File: src/rtl/s3g_rx_pp.sv
// rtl/s3g_rx_pp.sv - framed byte receiver (D5/LEN/payload/CRC8) into a ping-pong packet buffer; optional idle timeout under S3G_RX_TIMEOUT_EN
module s3g_rx_pp #(
    parameter int MAX_LEN     = 32,
    parameter int SHADOW_N    = 16,
    parameter int TIMEOUT_CYC = 65535
) (
    input  logic                  clk,
    input  logic                  rst_n,
    input  logic [7:0]            rx_data,
    input  logic                  rx_done,
    input  logic                  buffer_release,
    input  logic [7:0]            buffer_addr,
    output logic [7:0]            buffer_data,
    output logic                  packet_done,
    output logic                  packet_error,
    output logic                  packet_overrun,
    output logic                  buffer_valid,
    output logic [7:0]            payload_len,
    output logic [1:0]            error_code,
    output logic                  busy,
    output logic [SHADOW_N*8-1:0] shadow
);

    typedef enum logic [1:0] {S_IDLE, S_LEN, S_DATA, S_CRC} state_t;

    localparam logic [8:0] ML9 = 9'(MAX_LEN);

    state_t                state_q, state_d;
    logic [7:0]            len_q, len_d;
    logic [7:0]            waddr_q, waddr_d;
    logic [7:0]            crc_q, crc_d;
    logic                  bank_q, bank_d;      // bank currently owned by the host
    logic                  valid_q, valid_d;
    logic [7:0]            plen_q, plen_d;
    logic [SHADOW_N*8-1:0] shadow_q, shadow_d;
    logic [SHADOW_N*8-1:0] stage_q, stage_d;
    logic [1:0]            ecode_q, ecode_d;
    logic                  done_q, done_d;
    logic                  err_q, err_d;
    logic                  ovr_q, ovr_d;
    logic [7:0]            rdata_q, rdata_d;

    logic                  we;
    logic [8:0]            wr_idx;
    logic [8:0]            rd_idx;
    logic [7:0]            mem [0:2*MAX_LEN-1];

`ifdef S3G_RX_TIMEOUT_EN
    logic [31:0]           timer_q, timer_d;
`else
    logic                  unused_timeout;
    assign unused_timeout = (TIMEOUT_CYC == 0);
`endif

    // Dallas/iButton CRC8, reflected polynomial 0x8C, one byte at a time
    function automatic logic [7:0] crc8_upd(input logic [7:0] c, input logic [7:0] d);
        logic [7:0] r;
        r = c ^ d;
        for (int b = 0; b < 8; b++) begin
            r = r[0] ? ((r >> 1) ^ 8'h8C) : (r >> 1);
        end
        return r;
    endfunction

    assign wr_idx = (bank_q ? 9'd0 : ML9) + {1'b0, waddr_q};
    assign rd_idx = (bank_q ? ML9 : 9'd0) + {1'b0, buffer_addr};

    // Frame FSM, bank handover and host read mux
    always_comb begin
        state_d  = state_q;
        len_d    = len_q;
        waddr_d  = waddr_q;
        crc_d    = crc_q;
        bank_d   = bank_q;
        valid_d  = valid_q;
        plen_d   = plen_q;
        shadow_d = shadow_q;
        stage_d  = stage_q;
        ecode_d  = ecode_q;
        done_d   = 1'b0;
        err_d    = 1'b0;
        ovr_d    = 1'b0;
        we       = 1'b0;
        rdata_d  = 8'h00;
`ifdef S3G_RX_TIMEOUT_EN
        timer_d  = 32'd0;
`endif

        if (buffer_release) begin
            valid_d = 1'b0;
        end

        case (state_q)
            S_IDLE: begin
                if (rx_done && rx_data == 8'hD5) begin
                    state_d = S_LEN;
                end
            end
            S_LEN: begin
                if (rx_done) begin
                    len_d   = rx_data;
                    crc_d   = 8'h00;
                    waddr_d = 8'd0;
                    stage_d = '0;
                    if (rx_data == 8'd0) begin
                        state_d = S_CRC;
                    end else if (rx_data <= 8'(MAX_LEN)) begin
                        state_d = S_DATA;
                    end else begin
                        state_d = S_IDLE;
                        err_d   = 1'b1;
                        ecode_d = 2'd2;
                    end
                end
            end
            S_DATA: begin
                if (rx_done) begin
                    we      = 1'b1;
                    crc_d   = crc8_upd(crc_q, rx_data);
                    waddr_d = waddr_q + 8'd1;
                    for (int i = 0; i < SHADOW_N; i++) begin
                        if (waddr_q == 8'(i)) begin
                            stage_d[i*8 +: 8] = rx_data;
                        end
                    end
                    if (waddr_q == len_q - 8'd1) begin
                        state_d = S_CRC;
                    end
                end
            end
            S_CRC: begin
                if (rx_done) begin
                    state_d = S_IDLE;
                    if (rx_data == crc_q) begin
                        if (!valid_q || buffer_release) begin
                            bank_d   = ~bank_q;
                            plen_d   = len_q;
                            shadow_d = stage_q;
                            valid_d  = 1'b1;
                            done_d   = 1'b1;
                        end else begin
                            ovr_d    = 1'b1;
                        end
                    end else begin
                        err_d   = 1'b1;
                        ecode_d = 2'd1;
                    end
                end
            end
            default: state_d = S_IDLE;
        endcase

`ifdef S3G_RX_TIMEOUT_EN
        if (state_q != S_IDLE && !rx_done) begin
            timer_d = timer_q + 32'd1;
            if (timer_q == 32'(TIMEOUT_CYC - 1)) begin
                timer_d = 32'd0;
                state_d = S_IDLE;
                err_d   = 1'b1;
                ecode_d = 2'd3;
            end
        end
`endif

        if ({1'b0, buffer_addr} < ML9) begin
            rdata_d = mem[rd_idx];
        end
    end

    // Control and output registers; the bank RAM is deliberately outside the reset
    always_ff @(posedge clk or negedge rst_n) begin
        if (!rst_n) begin
            state_q  <= S_IDLE;
            len_q    <= 8'd0;
            waddr_q  <= 8'd0;
            crc_q    <= 8'h00;
            bank_q   <= 1'b0;
            valid_q  <= 1'b0;
            plen_q   <= 8'd0;
            shadow_q <= '0;
            stage_q  <= '0;
            ecode_q  <= 2'd0;
            done_q   <= 1'b0;
            err_q    <= 1'b0;
            ovr_q    <= 1'b0;
            rdata_q  <= 8'h00;
`ifdef S3G_RX_TIMEOUT_EN
            timer_q  <= 32'd0;
`endif
        end else begin
            state_q  <= state_d;
            len_q    <= len_d;
            waddr_q  <= waddr_d;
            crc_q    <= crc_d;
            bank_q   <= bank_d;
            valid_q  <= valid_d;
            plen_q   <= plen_d;
            shadow_q <= shadow_d;
            stage_q  <= stage_d;
            ecode_q  <= ecode_d;
            done_q   <= done_d;
            err_q    <= err_d;
            ovr_q    <= ovr_d;
            rdata_q  <= rdata_d;
`ifdef S3G_RX_TIMEOUT_EN
            timer_q  <= timer_d;
`endif
        end
    end

    // Payload write into the bank not held by the host
    always_ff @(posedge clk) begin
        if (we) begin
            mem[wr_idx] <= rx_data;
        end
    end

    assign buffer_data    = rdata_q;
    assign packet_done    = done_q;
    assign packet_error   = err_q;
    assign packet_overrun = ovr_q;
    assign buffer_valid   = valid_q;
    assign payload_len    = plen_q;
    assign error_code     = ecode_q;
    assign busy           = (state_q != S_IDLE);
    assign shadow         = shadow_q;

endmodule

File: config.mk
export PLATFORM = sky130hd
export DESIGN_NAME = s3g_rx_pp
export DESIGN_NICKNAME = d
export VERILOG_FILES = /design/src/rtl/s3g_rx_pp.sv
export SDC_FILE = /design/constraint.sdc
export NUM_CORES = 1
export LEC_CHECK = 0
export ABC_AREA = 1
export BUFFER_PORTS_ARGS = -buffer_cell sky130_fd_sc_hd__buf_2
export CAP_MARGIN = 20
export CORE_MARGIN = 4
export CORE_UTILIZATION = 60
export DETAILED_ROUTE_END_ITERATION = 8
export PLACE_DENSITY = 0.78
export SYNTH_ARGS = -nofsm -noshare
export SYNTH_HDL_FRONTEND = slang
export SYNTH_SLANG_ARGS = --single-unit
File: constraint.sdc
create_clock -name clk -period 2.3 [get_ports clk]
set_input_delay 0.46 -clock clk [delete_from_list [all_inputs] [get_ports clk]]
set_output_delay 0.46 -clock clk [all_outputs]
set_load 0.005 [all_outputs]
==> reports/metrics.yaml <==
global_routing:
  grtUsageMet3_pct: 6.26
  grt.total_usage_pct: 28.9
  grt_util_met1_pct: 39.4
  grt_pass1_vias: 24000
  grt_pass1_wl_mm: 134
  met2_usage_pct: 46.3
  antenna_found_initial: 0
  top_usage_layer: "met2"
  grt_max_degree: 129
  grt.overflow.total: 0
route:
  drtAntennaViolNets: 0
  vias: 24000
  firstDrtPassIters: 6
  route.detailed.vias_per_inst: 5.78
  post_drt_wl_per_cell_um: 20.6
  first_iter_violations: 2484
  post-route-drc-count: 0
  wl_mm: 85.8
die:
  die_h_um: 244
  io-pin-count: 171
  fp.dieW_um: 244
  dieArea_um2: 59400
  rows: 86
  initial_core_util_pct: 60.5
  core_area_um2: 55100
worst_setup_path:
  rr_worst_depth: 9
  critPathLaunchType: "flip-flop"
  startpoint: "state_q[0]"
  cp_num_cells: 9
  cp_max_fo: 10
  slowest_stage: "dfrtp_1"
  timing_worst_setup_path_type: "reg -> reg"
  crit_end: "mem[20][7]"
  rr_startpoint: "state_q[0]"
  cp_common_cell: "buf_4"
  reg2reg_to: "mem[20][7]"
  critPathRequiredTime_ns: 2.63
  cpPeakStageDelay_ns: 0.46
  cp_cell_sequence: "nor2_4 -> inv_2 -> nor2_8 -> inv_4 -> nor2_2 -> nand2_1 -> buf_4 -> nor2_1 -> buf_4"
  crit_arrival_ns: 2.47
  rrSetupSlack_ns: 0.16
  end_kind: "flip-flop"
  worst-path-buf-inv: 4
  crit_family: "simple AND/OR/NAND/NOR gates"
placed_design:
  numPortBuffers: 170
  placed_cells: 4008
  dpl_cell_area_um2: 35600
  gp_congestion: 0.925
  hpwl_mm: 54.0
finish:
  nFillCells: 3820
  areaGrowthSynthToFinish_pct: 14.7
  seq_area_um2: 23000
  drive_gt1_share_pct: 14.2
  diodes: 0
  final_core_util_pct: 69.5
  finalNonFillerCells: 4155
  multi_input_area_um2: 8670
  nets: 3369
  design_area_um2: 38300
sta:
  report.final.slew_viol_count: 0
  fin_crit_ns: 2.14
  hold_viol_final: 0
  fin_crit_sh_pct: 93.1
  finalSetupViolCount: 0
  rsz0062_at_grt: "no"
  slew_headroom_pct: 50.6
  max_freq_mhz: 467
  worstMarginPinSlew_ns: 0.742
  fin_worst_skew_ns: 0.0212
  fin_setup_tns_ns: 0
logic_synthesis:
  syn_avg_cell_area_um2: 10.7
  syn_nets: 3134
  synth_top_cells_by_area: "edfxtp_1, dfrtp_1, nand2_1"
  syn_area_um2: 33400
  yosysWarnings: 0
  synth_top_cell_by_area: "edfxtp_1"
  ys_seq_area_share_pct: 69.0
  synth_top_flop_cell: "edfxtp_1"
  synth_edf_count: 512
  synthArstFlopShare_pct: 37.3
  synth_cell_types: 37
  syn_inst: 3109
  synth.most_common_cell: "nand2_1"
  ys_seq_elements: 817
  synth_commonest_cells: "nand2_1, edfxtp_1, nand3_1"
  synth_top_cell_area_share_pct: 46.1
min_path:
  hp-class: "in -> reg"
job:
  cap_violations: 0
pwr:
  ir_worst_vdd_mv: 0.629
  powerDensity_nw_per_um2: 852
  p_leak_nw: 15.5
clock_network:
  cts_tree: "yes"
  path_clk_slew_ns: 0.06
  cts_made_buffers: 81
  cts_buffer_depth: 3
  cts-root-buf: "clkbuf_16"
  clock_latency_ns: 0.62
  htreeDepth: 3
  cts.sinks: 817
  post_cts_resized: 0
run_status:
  status: "finished clean"
==> metal layers <==
layer	routed length (µm)	share of wire, %	up-vias
met5	0	0	-
met4	3170	3.7	0
met3	8900	10	242
met2	40300	47	1370
met1	33400	39	11500
li1	-	-	10900
==> worst min-delay path by stage <==
stage                   start                         end  slack, ns  cells past startpoint
6_report       buffer_release                 packet_done        0.1                      3
3_3_place_gp            rst_n                  shadow[54]       0.43                      1
2_1_floorplan           rst_n  asynchronous set/reset pin       0.16                      0
3_5_place_dp            rst_n                  shadow[54]       0.43                      1
5_1_grt        buffer_release                 packet_done       0.11                      3
4_1_cts        buffer_release                 packet_done       0.07                      3
==> report_power, final <==
| part | internal, mW | switching [mW] |
|---|---|---|
| logic | 0.992 | 2.33 |
| registers | 15.8 | 0.245 |
| clock network | 7.69 | 5.50 |
==> worst min-delay path, stage by stage <==
cell    delay, ns
buf_2        0.07
nor2_1       0.04
nor2_1       0.09
==> area by class of cell <==
class | count | area share [%]
multi-input cells | 1930 | 22.7
inverters | 185 | 1.84
clock buffers | 105 | 5.88
well taps | 748 | 2.45
repair buffers | 329 | 6.02
clock inverters | 41 | 1.03
flip-flops and latches | 817 | 60.1
==> state kept, by name (all words and copies together) (netlist names), named ones only <==
register and cells:
buffer_data 8, packet_overrun 1, mem 512, buffer_valid 1, waddr_q 8, stage_q 128, error_code 2, state_q 1
shadow 128, packet_done 1, packet_error 1, len_q 8, crc_q 8, payload_len 8, bank_q 1
==> metrics by stage <==
| step | worst slack, ns | power [mW] | hold slack, ns |
|---|---|---|---|
| 2_1_floorplan | 0.269 | 18.5 | 0.164 |
| 3_3_place_gp | 0.115 | 19.5 | 0.427 |
| 3_5_place_dp | 0.0727 | 19.6 | 0.430 |
| 4_1_cts | 0.205 | 32.7 | 0.0743 |
| 5_1_grt | 0.0821 | 33.7 | 0.105 |
| 6_report | 0.158 | 32.6 | 0.0954 |
==> layout by cell type (no fill, tap or decap), types with 2 or more instances in the layout <==
master      count
inv_2           5
buf_2         167
o21ai_0        33
buf_12         19
nand2_1       991
dfrtp_1       305
bufinv_16       7
clkinv_2       18
xor2_1         13
or2_2           3
clkbuf_1       13
o22ai_1         3
ha_1            5
clkinvlp_4      4
o21ai_4        10
inv_1         177
o21ai_1       262
o31ai_1         2
a21oi_1        11
nand4_1         5
xnor2_1        14
clkbuf_16      83
nand3_1       459
buf_4         140
nor2_4          2
edfxtp_1      512
nor3_1         16
nand2_4         6
nor2_1         85
clkinv_1        9
inv_6           5
o21bai_1        2
clkbuf_8        9
==> repair_timing <==
item / 4_1_cts / 5_1_grt
setup endpoints to repair: 0 / 0
endpoints found under the hold margin: 55 / 0
buffers inserted: 0 / 0
hold buffers: 1 / 0
==> logic make-up after synthesis <==
group                      share of synthesized area, %
adders and majority gates                         0.188
DFF                                                69.0
xor gates and xnor gates                          0.758
buffers and inverters                              5.02
and+or+nand+nor                                    19.8
AOI/OAI and AO/OA                                  5.25
No activity file was read; power rests on OpenSTA's default activity.
